File: src/rtl/rx_parser_pkg.sv
// Shared state type, header byte offsets and small helpers for rx_segment_parser.
package rx_parser_pkg;

    typedef enum logic [1:0] {
        StIdle,
        StHeader,
        StSkip
    } state_e;

    localparam logic [15:0] DEFAULT_ETHERTYPE = 16'h88B5;

    localparam logic [7:0] ETYPE_OFS  = 8'd12;
    localparam logic [7:0] SEG_OFS    = 8'd14;
    localparam logic [7:0] SEGMAX_OFS = 8'd16;
    localparam logic [7:0] AUX_OFS    = 8'd18;
    localparam logic [7:0] HDR_LAST   = 8'd19;

    function automatic logic [15:0] sat_inc16(input logic [15:0] v);
        return (v == 16'hFFFF) ? v : v + 16'd1;
    endfunction

    // Byte idx (0 = first on the wire) of a big-endian MAC; 0 outside 0..5.
    function automatic logic [7:0] mac_byte(input logic [47:0] mac, input logic [7:0] idx);
        logic [7:0] b;
        b = 8'h00;
        for (int k = 0; k < 6; k++) begin
            if (idx == 8'(k)) b = mac[8*(5-k) +: 8];
        end
        return b;
    endfunction

endpackage

File: src/rtl/rx_segment_parser_mac_filter.sv
// Destination MAC filter: tracks bytes 0-5 against LOCAL_MAC and broadcast.
// Only built when DEST_MAC_FILTER_EN is defined.
`ifdef DEST_MAC_FILTER_EN
module mac_filter
    import rx_parser_pkg::*;
#(
    parameter logic [47:0] LOCAL_MAC = 48'h02_00_00_00_00_01
) (
    input  logic       clk,
    input  logic       rst,
    input  logic       byte_en,
    input  logic [7:0] byte_idx,
    input  logic [7:0] data,
    output logic       match
);

    logic local_q, local_d;
    logic bcast_q, bcast_d;
    logic hit_local, hit_bcast;

    always_comb begin
        local_d   = local_q;
        bcast_d   = bcast_q;
        hit_local = (data == mac_byte(LOCAL_MAC, byte_idx));
        hit_bcast = (data == 8'hFF);
        if (byte_en) begin
            if (byte_idx == 8'd0) begin
                local_d = hit_local;
                bcast_d = hit_bcast;
            end else if (byte_idx < 8'd6) begin
                local_d = local_q & hit_local;
                bcast_d = bcast_q & hit_bcast;
            end
        end
    end

    always_ff @(posedge clk or negedge rst) begin
        if (!rst) begin
            local_q <= 1'b0;
            bcast_q <= 1'b0;
        end else begin
            local_q <= local_d;
            bcast_q <= bcast_d;
        end
    end

    assign match = local_q | bcast_q;

endmodule
`endif

File: src/rtl/rx_segment_parser.sv
// Parses test-frame headers: checks EtherType, extracts segment fields, counts frames.
// Define DEST_MAC_FILTER_EN to also require dst MAC == LOCAL_MAC or broadcast.
module rx_segment_parser
    import rx_parser_pkg::*;
#(
    parameter logic [15:0] ETHERTYPE = DEFAULT_ETHERTYPE,
    parameter int unsigned AUX_BITS  = 12,
    parameter logic [47:0] LOCAL_MAC = 48'h02_00_00_00_00_01
) (
    input  logic                clk,
    input  logic                rst,
    input  logic [7:0]          rx_data,
    input  logic                rx_valid,
    output logic [15:0]         segment_number,
    output logic [15:0]         segment_number_max,
    output logic [AUX_BITS:0]   aux,
    output logic                valid_out,
    output logic [15:0]         frame_count,
    output logic [15:0]         drop_count
);

    localparam logic [7:0] ETYPE_LO   = ETYPE_OFS + 8'd1;
    localparam logic [7:0] SEG_LO     = SEG_OFS + 8'd1;
    localparam logic [7:0] SEGMAX_LO  = SEGMAX_OFS + 8'd1;

    state_e             state_q, state_d;
    logic [7:0]         idx_q, idx_d;
    logic               rx_valid_q;
    logic               etype_hi_ok_q, etype_hi_ok_d;
    logic [15:0]        seg_sh_q, seg_sh_d;
    logic [15:0]        max_sh_q, max_sh_d;
    logic [7:0]         aux_hi_q, aux_hi_d;
    logic [15:0]        seg_q, seg_d;
    logic [15:0]        segmax_q, segmax_d;
    logic [AUX_BITS:0]  aux_q, aux_d;
    logic               valid_q, valid_d;
    logic [15:0]        frame_cnt_q, frame_cnt_d;
    logic [15:0]        drop_cnt_q, drop_cnt_d;
    logic [15:0]        aux_full;
    logic               start;
    logic               mac_ok;

    assign start = (state_q == StIdle) && rx_valid && !rx_valid_q;

`ifdef DEST_MAC_FILTER_EN
    logic       byte_en;
    logic [7:0] cur_idx;

    assign byte_en = start || ((state_q == StHeader) && rx_valid);
    assign cur_idx = start ? 8'd0 : idx_q;

    mac_filter #(
        .LOCAL_MAC (LOCAL_MAC)
    ) u_mac_filter (
        .clk      (clk),
        .rst      (rst),
        .byte_en  (byte_en),
        .byte_idx (cur_idx),
        .data     (rx_data),
        .match    (mac_ok)
    );
`else
    logic unused_local_mac;
    assign unused_local_mac = ^LOCAL_MAC;
    assign mac_ok = 1'b1;
`endif

    always_comb begin
        state_d       = state_q;
        idx_d         = idx_q;
        etype_hi_ok_d = etype_hi_ok_q;
        seg_sh_d      = seg_sh_q;
        max_sh_d      = max_sh_q;
        aux_hi_d      = aux_hi_q;
        seg_d         = seg_q;
        segmax_d      = segmax_q;
        aux_d         = aux_q;
        valid_d       = 1'b0;
        frame_cnt_d   = frame_cnt_q;
        drop_cnt_d    = drop_cnt_q;
        aux_full      = {aux_hi_q, rx_data};

        unique case (state_q)
            StIdle: begin
                idx_d = 8'd0;
                if (start) begin
                    state_d = StHeader;
                    idx_d   = 8'd1;
                end else if (rx_valid) begin
                    // Line was already busy (e.g. reset released mid-frame).
                    state_d = StSkip;
                end
            end
            StHeader: begin
                if (!rx_valid) begin
                    state_d    = StIdle;
                    drop_cnt_d = sat_inc16(drop_cnt_q);
                end else begin
                    idx_d = idx_q + 8'd1;
                    case (idx_q)
                        ETYPE_OFS: etype_hi_ok_d = (rx_data == ETHERTYPE[15:8]);
                        ETYPE_LO: begin
                            if (!(etype_hi_ok_q && (rx_data == ETHERTYPE[7:0]) && mac_ok)) begin
                                state_d    = StSkip;
                                drop_cnt_d = sat_inc16(drop_cnt_q);
                            end
                        end
                        SEG_OFS:    seg_sh_d[15:8] = rx_data;
                        SEG_LO:     seg_sh_d[7:0]  = rx_data;
                        SEGMAX_OFS: max_sh_d[15:8] = rx_data;
                        SEGMAX_LO:  max_sh_d[7:0]  = rx_data;
                        AUX_OFS:    aux_hi_d       = rx_data;
                        HDR_LAST: begin
                            seg_d       = seg_sh_q;
                            segmax_d    = max_sh_q;
                            aux_d       = aux_full[AUX_BITS:0];
                            valid_d     = 1'b1;
                            frame_cnt_d = sat_inc16(frame_cnt_q);
                            state_d     = StSkip;
                        end
                        default: ;
                    endcase
                end
            end
            StSkip: begin
                if (!rx_valid) begin
                    state_d = StIdle;
                    idx_d   = 8'd0;
                end else if (idx_q != 8'hFF) begin
                    idx_d = idx_q + 8'd1;
                end
            end
            default: state_d = StIdle;
        endcase
    end

    always_ff @(posedge clk or negedge rst) begin
        if (!rst) begin
            state_q       <= StIdle;
            idx_q         <= 8'd0;
            rx_valid_q    <= 1'b1;
            etype_hi_ok_q <= 1'b0;
            seg_sh_q      <= 16'd0;
            max_sh_q      <= 16'd0;
            aux_hi_q      <= 8'd0;
            seg_q         <= 16'd0;
            segmax_q      <= 16'd0;
            aux_q         <= '0;
            valid_q       <= 1'b0;
            frame_cnt_q   <= 16'd0;
            drop_cnt_q    <= 16'd0;
        end else begin
            state_q       <= state_d;
            idx_q         <= idx_d;
            rx_valid_q    <= rx_valid;
            etype_hi_ok_q <= etype_hi_ok_d;
            seg_sh_q      <= seg_sh_d;
            max_sh_q      <= max_sh_d;
            aux_hi_q      <= aux_hi_d;
            seg_q         <= seg_d;
            segmax_q      <= segmax_d;
            aux_q         <= aux_d;
            valid_q       <= valid_d;
            frame_cnt_q   <= frame_cnt_d;
            drop_cnt_q    <= drop_cnt_d;
        end
    end

    assign segment_number     = seg_q;
    assign segment_number_max = segmax_q;
    assign aux                = aux_q;
    assign valid_out          = valid_q;
    assign frame_count        = frame_cnt_q;
    assign drop_count         = drop_cnt_q;

endmodule

File: config.mk
export PLATFORM = sky130hd
export DESIGN_NAME = rx_segment_parser
export DESIGN_NICKNAME = d
export VERILOG_FILES = /design/src/rtl/rx_parser_pkg.sv /design/src/rtl/rx_segment_parser_mac_filter.sv /design/src/rtl/rx_segment_parser.sv
export SDC_FILE = /design/constraint.sdc
export NUM_CORES = 1
export LEC_CHECK = 0
export CORE_ASPECT_RATIO = 0.5
export CORE_MARGIN = 5
export CORE_UTILIZATION = 32
export DETAILED_ROUTE_END_ITERATION = 8
export PLACE_DENSITY = 0.53
export REMOVE_ABC_BUFFERS = 1
export SYNTH_ARGS = -nofsm -noshare
export SYNTH_HDL_FRONTEND = slang
export SYNTH_SLANG_ARGS = --single-unit
File: constraint.sdc
create_clock -name clk -period 1.95 [get_ports clk]
set_input_delay 0.39 -clock clk [delete_from_list [all_inputs] [get_ports clk]]
set_output_delay 0.39 -clock clk [all_outputs]
set_load 0.01 [all_outputs]
Word-level counts from Yosys, hierarchy flattened
Index checks and enable logic that the tools add are counted.

Word-level logic and storage cells: 78. Input bits: 11. Output and inout bits: 78. Register bits: 127.

Reductions and logical operators: 17. Equal/unequal tests: 23. Bitwise operators: 1. Add/sub/neg operators: 3. Mux-type cells: 19.

Operator list (number): $mux 16 (4); $add 16x1->16 const B (2); $eq 16x16->1 const B (2); $eq 8x4->1 const B (4); $eq 8x5->1 const B (4); $reduce_and 3->1 (9); $mux 8 (3); $pmux 8 s3 (1); $eq 8x8->1 const B (2); $mux 2 (5); $add 8x1->8 const B (1); $ne 8x8->1 const B (1); $reduce_and 4->1 (2); $ne 2x2->1 const B (3); $ne 3x3->1 const B (2); $pmux 2 s3 (1); $mux 1 (4); $ne 4x2->1 const B (1); $ne 4x4->1 const B (1); $pmux 2 s2 (1); $logic_and 1x1->1 (3); $reduce_bool 3->1 (1); $eq 2x1->1 const B (1); $eq 2x2->1 const B (1); other kinds (4) (4).

Logic depth before layout (Yosys ltp)
Gate-level depths: netlist of run 1.

Depth after elaboration: 6. Gate-level depth with buffers: 9.

Least setup slack after synthesis of run 1
No wires, ideal clock.

Path type: reg2reg. Start: reg frame_cnt_q[5], in the netlist frame_count[5]. End: reg frame_cnt_q[1], in the netlist frame_count[1]. Clock period less this slack: 1898 ps. Path slack: 52 ps. Required time: 1822 ps. Arrival time: 1771 ps. Cell stages (with the launch flop): 5. Path through: dfrtp_1 nand4_2 or4_4 o21ai_4 mux2_1.

Word-level cells in the longest chain between the ends: 3.

Ends and longest elaborated chain: from (decl) (RTL line rx_segment_parser.sv:37) `logic [15:0] frame_cnt_q, frame_cnt_d;`; from (signal assigned) (RTL line rx_segment_parser.sv:164) `frame_cnt_q <= frame_cnt_d;`; $eq 16x16->1 (RTL line rx_parser_pkg.sv:19) `return (v == 16'hFFFF) ? v : v + 16'd1;`; $not 1->1 (no source line); $reduce_and 4->1 (no source line).

No other way between the ends. A chain may end at the register's enable or synchronous reset.

Final worst setup path of run 1
Start: reg frame_cnt_q[5], in the netlist frame_count[5]. End: out frame_count[5].

RTL lines: to (decl) (RTL line rx_segment_parser.sv:18) `output logic [15:0] frame_count,`.

No word-level cell between the ends.

==> impl_results.md, run 1 <==
* Drt drc at 0
* Synth cell count leaders: nand2_1, dfrtp_1, mux2_2, nand3_1, xor2_1
* Post-synth EDFFs at 0
* CP Cell Sequence: buf_4 > clkdlybuf4s50_1
* Final Hold Viols at 0
* I/O Pins at 89
* Detailed Place HPWL at 9.36 mm
* Peak VDD IR at 0.611 mV
* Min cycle time layout at 1840 ps
* Synth Register Bits at 127
* Seq/Total Area, Yosys at 57.9%
* Standard-cell rows at 33
* Core area at 0.0166 sq mm
* Crit-path slowest cell: clkdlybuf4s50_1
* Root Driver: clkbuf_16
* Skew-Pair Late Insertion Delay at 410 ps
* Synth top area cells: dfrtp_1, nand2_1, mux2_2
* Max Root-Sink Buffers at 2
* Post-route cell area at 0.00777 sq mm
* Warning count from the yosys run at 0
* Crit-path max cell delay at 540 ps
* Critical Path AT at 1450 ps
* CTS tree: yes
* Switch share at 25.5%
* Maxcap violations at 0
* RSZ-0062 raised after global routing: yes
* CTS sink cnt at 127
* Placement Cell Area at 0.00709 sq mm
* Num CTS Buffers at 17
* Worst path required time at 1560 ps
* # port buffers at 88
* Post-Synthesis Cells at 507
* Hold Path Cell Cnt at 2
* Via-to-Cell Ratio at 4.60
* Post-place setup slack at -282 ps
* Crit path max fanout at 6
* First-pass detailed-route iteration total at 5
* R2R depth at 6
* Die Ht at 103 um
* Net Switching at 1710 uW
* FFs w/ async S/R, synth at 100%
* Actual slew at the worst max-slew pin at 516 ps
* Utilization after layout at 46.8%
* P&R area growth vs syn at 41.5%
* 1st-iter DRT viols at 192
* Fin. max-slew vios at 0
* Count leader, synth: nand2_1
* Final worst setup slack at 110 ps
* Pwr dens at 861 mW/mm^2
* Logic pwr share at 12.0%
* Final setup TNS at 0 ps
* Max Fclk at 544 MHz
* Avg Cell Area, Syn at 10.8 sq um
* Vias post-DR at 4143
* Vias in the first global route at 4301
* Die Width at 195 um
* H-tree depth at 4
* Routed WL at 13.4 mm
* Initial antenna violation count at 0
* Skew final at 8.36 ps
* N_diodes at 0
* Worst Hold Class: reg -> reg
* Count of non-filler cells in the finished layout at 900
* Synthesized area at 0.00549 sq mm
* Clk slew on worst S/H paths at 60 ps
* Leak at 0.00381 uW
* Setup Crit Path Kind: reg -> out
* Startpoint types: register
* GR Overflow Total at 0
* Global-route wire length before repair at 22.6 mm
* Cell variety after synth at 45
* Placed insts at 865
* Top_reg_cell synth: dfrtp_1
* Share of cells above drive strength 1 at 23.2%
* Yosys top cell area share at 57.4%
* # nets final at 681
* Largest net degree at the start of global routing at 52
* Starting Density at 33.1%
* Clock group share of total power at 46.8%
* Post-DRT Antenna Nets at 0
* RD Place Congestion at 0.786
* Outcome: finished clean
* Gr usage total at 14.2%
* Final setup viols at 0
* Synth area leader: dfrtp_1
* Flop pwr share at 41.2%
* CP endpoint kind: output pin
* Int Pwr at 4990 uW
* Die area at 0.0200 sq mm
* Max-Slew Margin vs Limit at 65.6%
* Drt wl/cell at 14.9 um
* Crit share post-route at 94.3%
kinds of logic (layout without fill, tap and decap cells):
group,Yosys count,after routing,synth area share (%)
buf+inv,26,192,2.03
mux,41,41,8.36
compound gates,30,30,4.17
fa+ha+maj,10,10,2.28
flops,127,127,57.9
xor+xnor,29,29,4.62
simple gates,244,244,20.7
power by group through the flow:
| stage | logic [uW] | clock network (uW) | registers [uW] |
|---|---|---|---|
| 6_report | 802 | 3130 | 2760 |
| 5_1_grt | 905 | 3360 | 2770 |
| 4_1_cts | 799 | 3220 | 2760 |
| 3_5_place_dp | 790 | 0 | 2810 |
| 3_3_place_gp | 785 | 0 | 2810 |
| 2_1_floorplan | 335 | 0 | 2820 |
registers in the layout (all words and copies together), names as in the netlist:
name / count
idx_q: 8
state_q: 2
seg_sh_q: 16
frame_count: 16
max_sh_q: 16
segment_number_max: 16
etype_hi_ok_q: 1
rx_valid_q: 1
drop_count: 16
aux_hi_q: 5
valid_out: 1
segment_number: 16
aux: 13
routing by layer:
| metal | global-route usage, % | vias up | share of wire [%] |
|---|---|---|---|
| li1 | - | 2016 | - |
| met1 | 19.0 | 2068 | 47 |
| met2 | 23.0 | 55 | 49 |
| met3 | 3.62 | 4 | 3.4 |
| met4 | 4.50 | 0 | 0.50 |
| met5 | 0 | - | 0 |
worst max-delay path, delay by kind of cell (launching register included):
kind,cells,cell delay (ps)
buffers and inverters,2,690
flip-flops,1,360
cells in the final DEF, fill, tap and decap left out, types with 10 or more instances in the layout:
cell type | Yosys | layout
clkdlybuf4s50_1 | 0 | 87
nor2_1 | 11 | 11
o21ai_0 | 10 | 10
dfrtp_1 | 126 | 126
clkbuf_16 | 0 | 17
xor2_1 | 19 | 19
nand3_1 | 24 | 23
mux2_2 | 37 | 37
buf_4 | 1 | 57
nand2_1 | 152 | 152
xnor2_1 | 10 | 10
path summary, 6_finish.rpt:
| check | endpoint | slack (ps) | start |
|---|---|---|---|
| setup / recovery | frame_count[5] | 110 | frame_count[5]$_DFFE_PN0P_ |
| hold / removal | segment_number_max[7]$_DFFE_PN0P_ | 460 | max_sh_q[7]$_DFFE_PN0P_ |
| setup reg to reg | seg_sh_q[12]$_DFFE_PN0P_ | 110 | idx_q[5]$_DFFE_PN0P_ |
| hold reg to reg | segment_number_max[7]$_DFFE_PN0P_ | 460 | max_sh_q[7]$_DFFE_PN0P_ |
| max in group asynchronous | aux[6]$_DFFE_PN0P_ | 810 | rst |
| min in group asynchronous | segment_number[0]$_DFFE_PN0P_ | 500 | rst |
layout make-up:
type,instances,area (sq um)
clock inverters,15,163
repair buffers,150,1410
well taps,227,284
flip-flops and latches,127,3180
fillers,1578,8820
inverters,10,41.3
clock buffers,17,425
multi-input cells,354,2270
timing repair:
item | in CTS | in global routing
hold endpoints to repair | 30 | 0
pin swaps | 0 | 1
resized for setup | 1 | 14
setup buffers | 0 | 2
setup endpoints to repair | 4 | 76
hold buffers | 1 | 0
through the flow:
stage / hold slack [ps] / power [uW]
final: 456 / 6700
after global routing: 475 / 7040
after CTS: 460 / 6780
after detailed placement: 397 / 3600
after global placement: 395 / 3590
after floorplan: 94.4 / 3150
Power figures use the tool's default switching activity.
==> run 2, diff against run 1 <==
SKIP_CTS_REPAIR_TIMING = 1   (was default)
==> impl_results.md, run 2 (same netlist as run 1, synthesis figures left out) <==
* Worst Setup SP: frame_count[5]$_DFFE_PN0P_
* P&R area growth vs syn at 41.5%
* Actual slew at the worst max-slew pin at 514 ps
* Fin. max-slew vios at 0
* Die area at 0.0200 sq mm
* Drt wl/cell at 14.9 um
* Post-DRT Antenna Nets at 0
* Final Hold Viols at 0
* I/O Pins at 89
* Final setup viols at 0
* Max Fclk at 543 MHz
* Die Ht at 103 um
* Final worst setup slack at 109 ps
* Drt drc at 0
* Root Driver: clkbuf_16
* Skew-Pair Late Insertion Delay at 410 ps
* Hold wc startpoint: max_sh_q[7]$_DFFE_PN0P_
* Via-to-Cell Ratio at 4.59
* Maxcap violations at 0
* H-tree depth at 4
* N_diodes at 0
* Crit share post-route at 94.4%
* CP endpoint kind: output pin
* Leak at 0.00381 uW
* Num CTS Buffers at 17
* Initial antenna violation count at 0
* GR Overflow Total at 0
* Post-place setup slack at -282 ps
* Max Root-Sink Buffers at 2
* Worst path required time at 1560 ps
* Core area at 0.0166 sq mm
* Global-route wire length before repair at 22.5 mm
* Outcome: finished clean
* Max-Slew Margin vs Limit at 65.7%
* RD Place Congestion at 0.786
* CTS sink cnt at 127
* Skew final at 9.74 ps
* Peak VDD IR at 0.614 mV
* First-pass detailed-route iteration total at 4
* Crit path max fanout at 6
* Clk slew on worst S/H paths at 60 ps
* Largest net degree at the start of global routing at 52
* Min cycle time layout at 1840 ps
* Critical Path AT at 1450 ps
* # port buffers at 88
* Vias in the first global route at 4291
* Most common cell after layout, fill and taps aside: nand2_1
* Commonest cells after routing, fill and taps aside: nand2_1, dfrtp_1, clkdlybuf4s50_1
* 1st-iter DRT viols at 193
* RR Startpoint: idx_q[5]$_DFFE_PN0P_
* CTS tree: yes
* Starting Density at 33.1%
* Routed WL at 13.4 mm
* Vias post-DR at 4135
* Setup Crit Path Kind: reg -> out
* Utilization after layout at 46.8%
* Die Width at 195 um
* Standard-cell rows at 33
* Gr usage total at 14.2%
* Pwr dens at 862 mW/mm^2
* Detailed Place HPWL at 9.36 mm
* # nets final at 681
* Startpoint types: register
* RSZ-0062 raised after global routing: yes
* Worst Hold Class: reg -> reg
* Share of cells above drive strength 1 at 23.2%
-- run 2: cell counts in the layout (fill, tap and decap cells not counted) --
Identical to the previous run, type by type.
-- run 2: through the flow --
step	hold slack (ps)	cell area [sq um]	TNS, ps	total power, uW	instances
floorplan	94.4	5420	-74420	3150	491
global placement	395	7090	-7320	3590	865
detailed placement	397	7090	-10340	3600	865
CTS	-42.2	7680	-43.5	6780	897
global route	475	7770	-17.1	7040	900
finish	456	7770	0	6700	900
-- run 2: path summary, 6_finish.rpt --
kind                                                     end  depth (start not counted)  slack, ps
min                        segment_number_max[7]$_DFFE_PN0P_                          2        460
max in group asynchronous                 aux[6]$_DFFE_PN0P_                          3        810
min reg2reg                segment_number_max[7]$_DFFE_PN0P_                          2        460
max reg2reg                         seg_sh_q[12]$_DFFE_PN0P_                          6        110
max                                           frame_count[5]                          2        110
min in group asynchronous      segment_number[0]$_DFFE_PN0P_                          2        500
-- run 2: per-layer routing --
layer | vias up | track usage, % | wire, um
met4 | 0 | 4.50 | 96
met1 | 2060 | 19.0 | 6370
met3 | 7 | 3.62 | 426
met2 | 53 | 22.9 | 6490
met5 | - | 0 | 0
li1 | 2015 | - | -
-- run 2: power by group --
part	internal, uW	switching, uW
sequential	2700	59.2
combinational	384	418
clock	1900	1230
-- run 2: worst max-delay path: stages (launching register included) --
cell	delay (ps)
dfrtp_1	360
buf_4	150
clkdlybuf4s50_1	540
-- run 2: final cells by class --
cell class / instances / area [sq um]
clock buffers: 17 / 425
clock inverters: 15 / 163
fillers: 1578 / 8820
inverters: 10 / 41.3
multi-input cells: 354 / 2270
flip-flops and latches: 127 / 3180
well taps: 227 / 284
repair buffers: 150 / 1410
==> run 3, diff against run 2 <==
CTS_CLUSTER_SIZE = 10   (was default)
==> results of run 3 <==
Final layout, timing and power as in run 2 (identical DEF).
